==> src/rtl/uart_rx_frame_parser.sv <==
// ============================================================================
// Module   : uart_rx_frame_parser
// Brief    : Parses SYNC/LEN/payload/CSUM frames from a UART_RX byte stream.
// Revision : 1.0 - initial release
// ============================================================================
`default_nettype none

module uart_rx_frame_parser #(
  parameter int             N       = 8,
  parameter logic [N-1:0]   SYNC    = 'h55,
  parameter int             MAX_LEN = 16,
  parameter int             TIMEOUT = 50000
) (
  input  logic         clk,
  input  logic         rst,
  input  logic [N-1:0] in_data,
  input  logic         in_ready,
  output logic [N-1:0] out_data,
  output logic         out_valid,
  output logic         out_last,
  output logic         frame_done,
  output logic         frame_err,
  output logic [1:0]   err_code,
  output logic         busy
);

  localparam int            c_TW      = (TIMEOUT > 2) ? $clog2(TIMEOUT) : 2;
  localparam logic [c_TW-1:0] c_TLIM  = c_TW'(TIMEOUT - 1);
  localparam logic [N:0]    c_MAX_LEN = (N + 1)'(MAX_LEN);

  localparam logic [1:0] c_ERR_CSUM    = 2'd1;
  localparam logic [1:0] c_ERR_LEN     = 2'd2;
  localparam logic [1:0] c_ERR_TIMEOUT = 2'd3;

  typedef enum logic [1:0] {
    S_IDLE    = 2'd0,
    S_LEN     = 2'd1,
    S_PAYLOAD = 2'd2,
    S_CSUM    = 2'd3
  } state_t;

  state_t          r_state,      w_state_nxt;
  logic            r_ready_d;
  logic [N-1:0]    r_len,        w_len_nxt;
  logic [N-1:0]    r_csum,       w_csum_nxt;
  logic [N-1:0]    r_cnt,        w_cnt_nxt;
  logic [c_TW-1:0] r_tcnt,       w_tcnt_nxt;
  logic [N-1:0]    r_out_data,   w_out_data_nxt;
  logic            r_out_valid,  w_out_valid_nxt;
  logic            r_out_last,   w_out_last_nxt;
  logic            r_frame_done, w_frame_done_nxt;
  logic            r_frame_err,  w_frame_err_nxt;
  logic [1:0]      r_err_code,   w_err_code_nxt;

  logic w_accept;
  logic w_expire;

  // One byte per rising edge of the receiver's ready level.
  assign w_accept = in_ready & ~r_ready_d;
  assign w_expire = (r_state != S_IDLE) & ~w_accept & (r_tcnt == c_TLIM);

  always_ff @(posedge clk) begin
    if (rst) begin
      r_state      <= S_IDLE;
      r_ready_d    <= 1'b0;
      r_len        <= '0;
      r_csum       <= '0;
      r_cnt        <= '0;
      r_tcnt       <= '0;
      r_out_data   <= '0;
      r_out_valid  <= 1'b0;
      r_out_last   <= 1'b0;
      r_frame_done <= 1'b0;
      r_frame_err  <= 1'b0;
      r_err_code   <= 2'd0;
    end else begin
      r_state      <= w_state_nxt;
      r_ready_d    <= in_ready;
      r_len        <= w_len_nxt;
      r_csum       <= w_csum_nxt;
      r_cnt        <= w_cnt_nxt;
      r_tcnt       <= w_tcnt_nxt;
      r_out_data   <= w_out_data_nxt;
      r_out_valid  <= w_out_valid_nxt;
      r_out_last   <= w_out_last_nxt;
      r_frame_done <= w_frame_done_nxt;
      r_frame_err  <= w_frame_err_nxt;
      r_err_code   <= w_err_code_nxt;
    end
  end

  always_comb begin
    w_state_nxt      = r_state;
    w_len_nxt        = r_len;
    w_csum_nxt       = r_csum;
    w_cnt_nxt        = r_cnt;
    w_tcnt_nxt       = '0;
    w_out_data_nxt   = r_out_data;
    w_out_valid_nxt  = 1'b0;
    w_out_last_nxt   = 1'b0;
    w_frame_done_nxt = 1'b0;
    w_frame_err_nxt  = 1'b0;
    w_err_code_nxt   = r_err_code;

    if (r_state != S_IDLE) begin
      w_tcnt_nxt = r_tcnt + 1'b1;
    end

    // An accepted byte in the expiry cycle keeps the frame alive.
    if (w_expire) begin
      w_tcnt_nxt      = '0;
      w_state_nxt     = S_IDLE;
      w_frame_err_nxt = 1'b1;
      w_err_code_nxt  = c_ERR_TIMEOUT;
    end else if (w_accept) begin
      w_tcnt_nxt = '0;
      case (r_state)
        S_IDLE: begin
          if (in_data == SYNC) begin
            w_state_nxt = S_LEN;
          end
        end
        S_LEN: begin
          w_len_nxt  = in_data;
          w_csum_nxt = in_data;
          w_cnt_nxt  = '0;
          if ({1'b0, in_data} > c_MAX_LEN) begin
            w_state_nxt     = S_IDLE;
            w_frame_err_nxt = 1'b1;
            w_err_code_nxt  = c_ERR_LEN;
          end else if (in_data == '0) begin
            w_state_nxt = S_CSUM;
          end else begin
            w_state_nxt = S_PAYLOAD;
          end
        end
        S_PAYLOAD: begin
          w_out_data_nxt  = in_data;
          w_out_valid_nxt = 1'b1;
          w_csum_nxt      = r_csum + in_data;
          w_cnt_nxt       = r_cnt + 1'b1;
          if (r_cnt == r_len - 1'b1) begin
            w_out_last_nxt = 1'b1;
            w_state_nxt    = S_CSUM;
          end
        end
        S_CSUM: begin
          w_state_nxt = S_IDLE;
          if (in_data == r_csum) begin
            w_frame_done_nxt = 1'b1;
          end else begin
            w_frame_err_nxt = 1'b1;
            w_err_code_nxt  = c_ERR_CSUM;
          end
        end
      endcase
    end
  end

  assign out_data   = r_out_data;
  assign out_valid  = r_out_valid;
  assign out_last   = r_out_last;
  assign frame_done = r_frame_done;
  assign frame_err  = r_frame_err;
  assign err_code   = r_err_code;
  assign busy       = (r_state != S_IDLE);

endmodule

`default_nettype wire

==> config.mk <==
export PLATFORM = sky130hd
export DESIGN_NAME = uart_rx_frame_parser
export DESIGN_NICKNAME = d
export VERILOG_FILES = /design/src/rtl/uart_rx_frame_parser.sv
export SDC_FILE = /design/constraint.sdc
export NUM_CORES = 1
export LEC_CHECK = 0
export ABC_AREA = 1
export BUFFER_PORTS_ARGS = -buffer_cell sky130_fd_sc_hd__buf_4
export CAP_MARGIN = 0
export CORE_ASPECT_RATIO = 1.1
export CORE_MARGIN = 2
export CORE_UTILIZATION = 33
export DETAILED_ROUTE_END_ITERATION = 6
export PLACE_DENSITY = 0.55
export SLEW_MARGIN = 20
export SYNTH_ARGS = -nofsm -noshare
export SYNTH_HDL_FRONTEND = slang
export SYNTH_SLANG_ARGS = --single-unit
==> constraint.sdc <==
create_clock -name clk -period 1.9 [get_ports clk]
set_clock_uncertainty 0.1 [all_clocks]
set_input_delay 0.285 -clock clk [delete_from_list [all_inputs] [get_ports clk]]
set_output_delay 0.285 -clock clk [all_outputs]
set_load 0.05 [all_outputs]
==> impl_metrics.py, run 1 <==
metrics = {
    "cts": {
        "cts_tree": "done",
        "clkTransAtPathRegs_ns": 0.07,
        "cts_hold_buf": 0,
        "clock_latency_ns": 0.33,
        "cts.path.max_buffers": 2,
        "cts_root_buf": "clkbuf_8",
        "numCtsBuffers": 9,
        "cts.sinks": 57,
        "cts_max_level": 3,
    },
    "floorplan": {
        "die_w_microns": 96.6,
        "initial_core_util": 0.336,
        "num_io_pins": 26,
        "fp.dieH_microns": 106,
        "rows": 37,
        "core_sq_um": 9260,
        "die_area_sq_um": 10200,
    },
    "critical_path": {
        "r2r-end": "err_code[0]$_SDFFE_PP0P_",
        "timing.rr.start": "r_csum[3]$_SDFFE_PP0P_",
        "endpoint_kind": "register",
        "worst_r2r_path_depth": 10,
        "critPathRequiredTime_ns": 2.08,
        "r2r_slack_ns": 0.09,
        "startpoint_type": "register",
        "arrival_ns": 1.99,
        "crit_type": "reg -> reg",
        "critical_path.max_fanout": 5,
    },
    "power": {
        "pwr-share-seq": 0.467,
        "combPwrFrac": 0.060,
        "power.net_switching_uw": 564,
        "powerDensity_nw_per_um2": 612,
        "irDropWorstVdd_v": 0.000621,
        "p_int_mw": 2.00,
        "pwr-share-clk": 0.474,
        "leakagePower_nw": 1.73,
        "power_mw": 2.57,
        "switching_share": 0.220,
    },
    "placement": {
        "port_buffers": 25,
        "dp_hpwl_microns": 5860,
        "gp_congestion": 0.852,
        "dp_cells": 609,
        "place_area_sq_um": 3740,
    },
    "grt": {
        "grt_max_degree": 21,
        "grt_pass1_wl_microns": 13300,
        "grtUsageTotal": 0.159,
        "overflow": 0,
        "antenna_found_initial": 0,
        "grt_pass1_vias": 2880,
    },
    "worst_hold_path": {
        "min_to": "r_ready_d$_SDFF_PP0_",
        "hold_start": "in_ready",
        "hold_class": "in -> reg",
        "hold_depth": 3,
    },
    "synthesis": {
        "yosysUniqueCellTypes": 41,
        "yosysWarnings": 0,
        "syn_inst": 431,
        "syn_area_sq_um": 3110,
        "syn_avg_cell_area_sq_um": 7.23,
        "synthFlopType": "dfxtp_1",
        "seq_area_frac_synth": 0.366,
        "ys_ff_latch": 57,
        "synthArstFlopShare": 0,
        "synth_edf_count": 0,
        "synth_nets": 457,
    },
    "drt": {
        "via_count": 2990,
        "route.met3.wl_microns": 255,
        "post_drt_wl_per_cell_microns": 12.6,
        "m1WireLength_microns": 3920,
        "routed.top_layer": "met4",
        "route.met2.wl_microns": 3640,
        "antenna_left": 0,
        "finalWirelength_microns": 7910,
        "drt_drc_violations_left": 0,
        "avgViaCountPerCell": 4.77,
        "first_iter_violations": 114,
        "drtPass1Iterations": 4,
    },
    "timing": {
        "hold_ws_ns": 0.0708,
        "worstMarginPinSlew_ns": 0.407,
        "rsz0062_at_grt": "true",
        "min_period_ns": 1.81,
        "finalMaxSlewViolations": 0,
        "slew_headroom": 0.726,
        "hold_viol": 0,
        "fmax_mhz": 554,
        "period_share": 0.950,
        "final.setup.tns_ns": 0,
        "setup_viol": 0,
    },
    "layout": {
        "area_growth_syn_to_layout_pct": 34.6,
        "final_area_sq_um": 4190,
        "nets": 532,
        "diodes": 0,
        "final_layout_size_suffix_gt1_frac": 0.316,
        "fillCellCount": 981,
        "fin_cells": 627,
    },
    "outcome": {
        "status": "finished, final reports clean",
    },
    "run": {
        "drv_cap": 0,
    },
}
-- logic make-up (layout without fill, tap and decap cells) --
group | after synthesis | in the layout | share of synthesized area
AND/OR/NAND/NOR | 203 | 204 | 0.307
adder cells (fa/ha/maj) | 15 | 15 | 0.0627
XOR/XNOR | 15 | 15 | 0.0422
AO/OA/AOI/OAI | 71 | 71 | 0.130
buffers and inverters | 70 | 148 | 0.0920
flip-flops | 57 | 57 | 0.366
-- synthesized netlist by cell type (3+ instances only) --
library cell	number	area [sq um]
a21oi_1	34	170
a31oi_1	4	25.0
buf_6	3	33.8
clkbuf_1	4	15.0
dfxtp_1	57	1140
ha_1	14	175
inv_1	56	210
inv_2	6	22.5
nand2_1	87	327
nand3_1	32	160
nand4_1	7	43.8
nor2_1	44	165
nor2_2	5	31.3
nor2_4	3	33.8
nor3_1	11	55.1
nor4_1	3	18.8
o21ai_0	17	85.1
xnor2_1	6	52.6
xor2_1	9	78.8
-- layer usage --
metal / vias to the layer above / GRT usage
met5: - / 0
met4: 0 / 0.0694
met3: 8 / 0.0292
met2: 36 / 0.259
met1: 1386 / 0.205
li1: 1560 / -
-- stage by stage --
step / setup slack, ns / util
after detailed placement: -0.0749 / 0.404
after CTS: 0.00664 / 0.429
after floorplan: 0.00139 / -
after global placement: -0.00630 / 0.404
final: 0.0948 / 0.453
after global routing: -0.121 / 0.453
-- area by class of cell --
class | count | area, sq um | area share
clock buffer | 13 | 179 | 0.0427
clock inverter | 2 | 35.0 | 0.00836
inverter | 62 | 239 | 0.0570
multi-input combinational | 305 | 1890 | 0.452
sequential | 57 | 1150 | 0.274
tap | 117 | 146 | 0.0349
timing repair buffer | 71 | 549 | 0.131
-- sequential cells by signal, summed over array words and instances (netlist names), 2 cells and up, named ones only --
| signal | count |
|---|---|
| r_tcnt | 16 |
| out_data | 8 |
| r_cnt | 8 |
| r_csum | 8 |
| r_len | 8 |
| err_code | 2 |
-- layout by cell type (no fill, tap or decap), drive strengths merged --
master    count
o221ai        1
xor2          9
inv          61
ha           14
a221oi        2
fa            1
nor3b         3
o21a          2
nand3        34
xnor2         6
bufinv        1
nand4         7
nor3         13
nand2        87
nor4          3
a21o          2
o21ai        18
dfxtp        57
a21oi        36
o211ai        2
buf          71
o31ai         1
and2          1
o21bai        2
nor4b         1
nor2         53
clkinvlp      1
clkinv        1
or2           2
a211oi        1
clkbuf       13
a31oi         4
-- worst max-delay path: stages (launching register included) --
cell and delay, ns:
dfxtp_1 0.35, ha_2 0.32, nor3_2 0.20, nand2_1 0.12
nand2_1 0.08, inv_1 0.05, nor2_2 0.15, nor2_4 0.06
a31oi_2 0.19, o31ai_2 0.09, inv_1 0.05
-- power groups by stage --
stage               registers [mW]  clock network [mW]  logic (mW)
floorplan                     1.22                   0      0.0642
global placement              1.22                   0       0.135
detailed placement            1.22                   0       0.136
CTS                           1.20                1.25       0.137
global route                  1.20                1.30       0.168
finish                        1.20                1.21       0.153
-- worst max path at each step --
| stage | slack [ns] | startpoint | to | cells after the start |
|---|---|---|---|---|
| finish | 0.09 | r_csum[3]$_SDFFE_PP0P_ | err_code[0]$_SDFFE_PP0P_ | 10 |
| global route | -0.12 | r_len[1]$_SDFFE_PP0P_ | register | 15 |
| CTS | 0.007 | r_csum[0]$_SDFFE_PP0P_ | r_csum[6]$_SDFFE_PP0P_ | 10 |
| detailed placement | -0.07 | in_data[0] | r_csum[6]$_SDFFE_PP0P_ | 11 |
| global placement | -0.006 | register | r_cnt[6]$_SDFFE_PP0P_ | 10 |
| floorplan | 0.001 | r_state[0]$_SDFFE_PP0P_ | r_tcnt[10]$_SDFF_PP0_ | 12 |
-- repair_timing --
| item | in CTS | in global routing |
|---|---|---|
| pin swaps | 1 | 23 |
| endpoints found under the setup margin | 3 | 29 |
| cloned | 0 | 1 |
| gates resized for setup | 5 | 53 |
| setup buffers | 0 | 2 |
No activity file was read; power rests on OpenSTA's default activity.
==> inputs of run 2 (changes only) <==
--- a/config.mk
+++ b/config.mk
@@ -10,9 +10,9 @@
 export CAP_MARGIN = 0
 export CORE_ASPECT_RATIO = 1.1
 export CORE_MARGIN = 2
-export CORE_UTILIZATION = 33
+export CORE_UTILIZATION = 25
 export DETAILED_ROUTE_END_ITERATION = 6
-export PLACE_DENSITY = 0.55
+export PLACE_DENSITY = 0.45
 export SLEW_MARGIN = 20
 export SYNTH_ARGS = -nofsm -noshare
 export SYNTH_HDL_FRONTEND = slang
==> run 2 against run 1 <==
Power up 11%. Count of clock-buffer cells in the layout unchanged. Clock power up 23%. Worst setup slack worse by 0.032 ns. Die area up 31%. Largest power group unchanged. Sequential power about the same. Via count down 0.60%. Non-clock buffer count up 7. Register-to-register slack worse by 0.03 ns.
==> impl_metrics.py, run 2 (synthesis results as in run 1) <==
metrics = {
    "layout": {
        "final_common_cell": "nand2_1",
        "final_layout_size_suffix_gt1_frac": 0.301,
        "largest_reg_flops": 16,
        "top_register": "r_tcnt",
        "diodes": 0,
        "nets": 539,
        "final_area_sq_um": 4270,
        "final_cell_mix": "82 x nand2_1, 77 x buf_4, 54 x dfxtp_1",
        "area_growth_syn_to_layout_pct": 37.2,
    },
    "cts": {
        "clock_latency_ns": 0.32,
        "cts.path.max_buffers": 2,
        "numCtsBuffers": 9,
        "cts.sinks": 57,
        "cts_tree": "done",
        "clkTransAtPathRegs_ns": 0.05,
        "cts_root_buf": "clkbuf_16",
        "cts_max_level": 3,
    },
    "critical_path": {
        "crit_path_top_delay_cell": "dfxtp_2",
        "critical_path_buf_inv_count": 1,
        "startpoint_type": "register",
        "critPathRequiredTime_ns": 2.01,
        "crit_chain": "inv_2 > ha_4 > nor2_1 > nor2_1 > nand2_1 > nor2_1 > nand3_1 > nor2_1 > nand2_1 > nand2_2 > nand3_2 > nor3_2 > nor2_1",
        "cp_common_cell": "nor2_1",
        "arrival_ns": 1.95,
        "critPathTopFamily": "simple AND/OR/NAND/NOR gates",
        "max_stage_delay_ns": 0.33,
        "crit_type": "reg -> reg",
        "endpoint_kind": "register",
        "critical_path.max_fanout": 2,
    },
    "grt": {
        "grt_pass1_wl_microns": 14000,
        "grtUsageTotal": 0.130,
        "grt_pass1_vias": 2910,
        "grt_max_degree": 21,
        "overflow": 0,
        "antenna_found_initial": 0,
    },
    "power": {
        "irDropWorstVdd_v": 0.000393,
        "leakagePower_nw": 1.81,
        "powerDensity_nw_per_um2": 664,
    },
    "drt": {
        "finalWirelength_microns": 8380,
        "avgViaCountPerCell": 4.42,
        "drtPass1Iterations": 4,
        "via_count": 2972,
        "drt_drc_violations_left": 0,
        "post_drt_wl_per_cell_microns": 12.5,
        "antenna_left": 0,
        "first_iter_violations": 149,
    },
    "timing": {
        "worstMarginPinSlew_ns": 0.363,
        "finalMaxSlewViolations": 0,
        "period_share": 0.967,
        "fmax_mhz": 544,
        "rsz0062_at_grt": "true",
        "slew_headroom": 0.756,
        "min_period_ns": 1.84,
        "setup_viol": 0,
        "hold_viol": 0,
        "hold_ws_ns": 0.0822,
    },
    "floorplan": {
        "initial_core_util": 0.258,
        "rows": 42,
        "fp.dieH_microns": 121,
        "die_w_microns": 110,
        "die_area_sq_um": 13400,
        "core_sq_um": 12100,
        "num_io_pins": 26,
    },
    "worst_hold_path": {
        "hold_class": "in -> reg",
    },
    "placement": {
        "dp_hpwl_microns": 6320,
        "port_buffers": 25,
        "place_area_sq_um": 3800,
        "gp_congestion": 0.862,
    },
    "outcome": {
        "status": "finished, final reports clean",
    },
    "run": {
        "drv_cap": 0,
    },
}
run 2: path summary, 6_finish.rpt:
kind                            startpoint                        to  slack, ns  cells after the start
setup / recovery     r_len[0]$_SDFFE_PP0P_   r_state[0]$_SDFFE_PP0P_       0.06                     13
hold / removal                    in_ready      r_ready_d$_SDFF_PP0_       0.08                      3
setup reg to reg     r_len[0]$_SDFFE_PP0P_   r_state[0]$_SDFFE_PP0P_       0.06                     13
hold reg to reg   out_data[3]$_SDFFE_PP0P_  out_data[3]$_SDFFE_PP0P_       0.37                      2
run 2: timing repair:
| action | CTS | global route |
|---|---|---|
| pin swaps | 0 | 24 |
| gates cloned | 0 | 1 |
| endpoints found under the setup margin | 2 | 27 |
| buffers inserted | 0 | 6 |
| hold buffers | 0 | 0 |
| hold endpoints to repair | 0 | 0 |
| gates resized for setup | 2 | 45 |
run 2: worst register-to-register path, delay by kind of cell, from the launching register on:
family                     cells  cell delay (ns)
buffers and inverters          1             0.05
and+or+nand+nor               11             1.00
adders and majority gates      1             0.26
DFF                            1             0.33
run 2: routing by layer:
| layer | routed length [microns] | GRT usage |
|---|---|---|
| met1 | 4170 | 0.168 |
| met2 | 3940 | 0.214 |
| met3 | 172 | 0.0275 |
| met4 | 103 | 0.0516 |
| met5 | 0 | 0 |
run 2: power by group:
group / internal (mW) / switching (mW) / total [mW]
Sequential: 1.20 / 0.000772 / 1.20
Combinational: 0.0612 / 0.0886 / 0.150
Clock: 0.946 / 0.543 / 1.49
run 2: stage by stage:
step | util | TNS [ns] | setup slack [ns] | instances | total power, mW
2_1_floorplan | - | 0 | 0.00139 | 431 | 1.29
3_3_place_gp | 0.314 | -0.0579 | -0.0568 | 649 | 1.37
3_5_place_dp | 0.314 | -0.118 | -0.0920 | 649 | 1.37
4_1_cts | 0.337 | 0 | 0.00587 | 665 | 2.88
5_1_grt | 0.354 | -0.497 | -0.122 | 672 | 2.96
6_report | 0.354 | 0 | 0.0629 | 672 | 2.84
run 2: final cells by class:
class / instances / area, sq um
Timing Repair Buffer: 78 / 589
Clock inverter: 3 / 15.0
Inverter: 62 / 239
Clock buffer: 13 / 260
Tap cell: 154 / 193
Fill cell: 1306 / 7810
Multi-Input combinational cell: 305 / 1830
Sequential cell: 57 / 1140
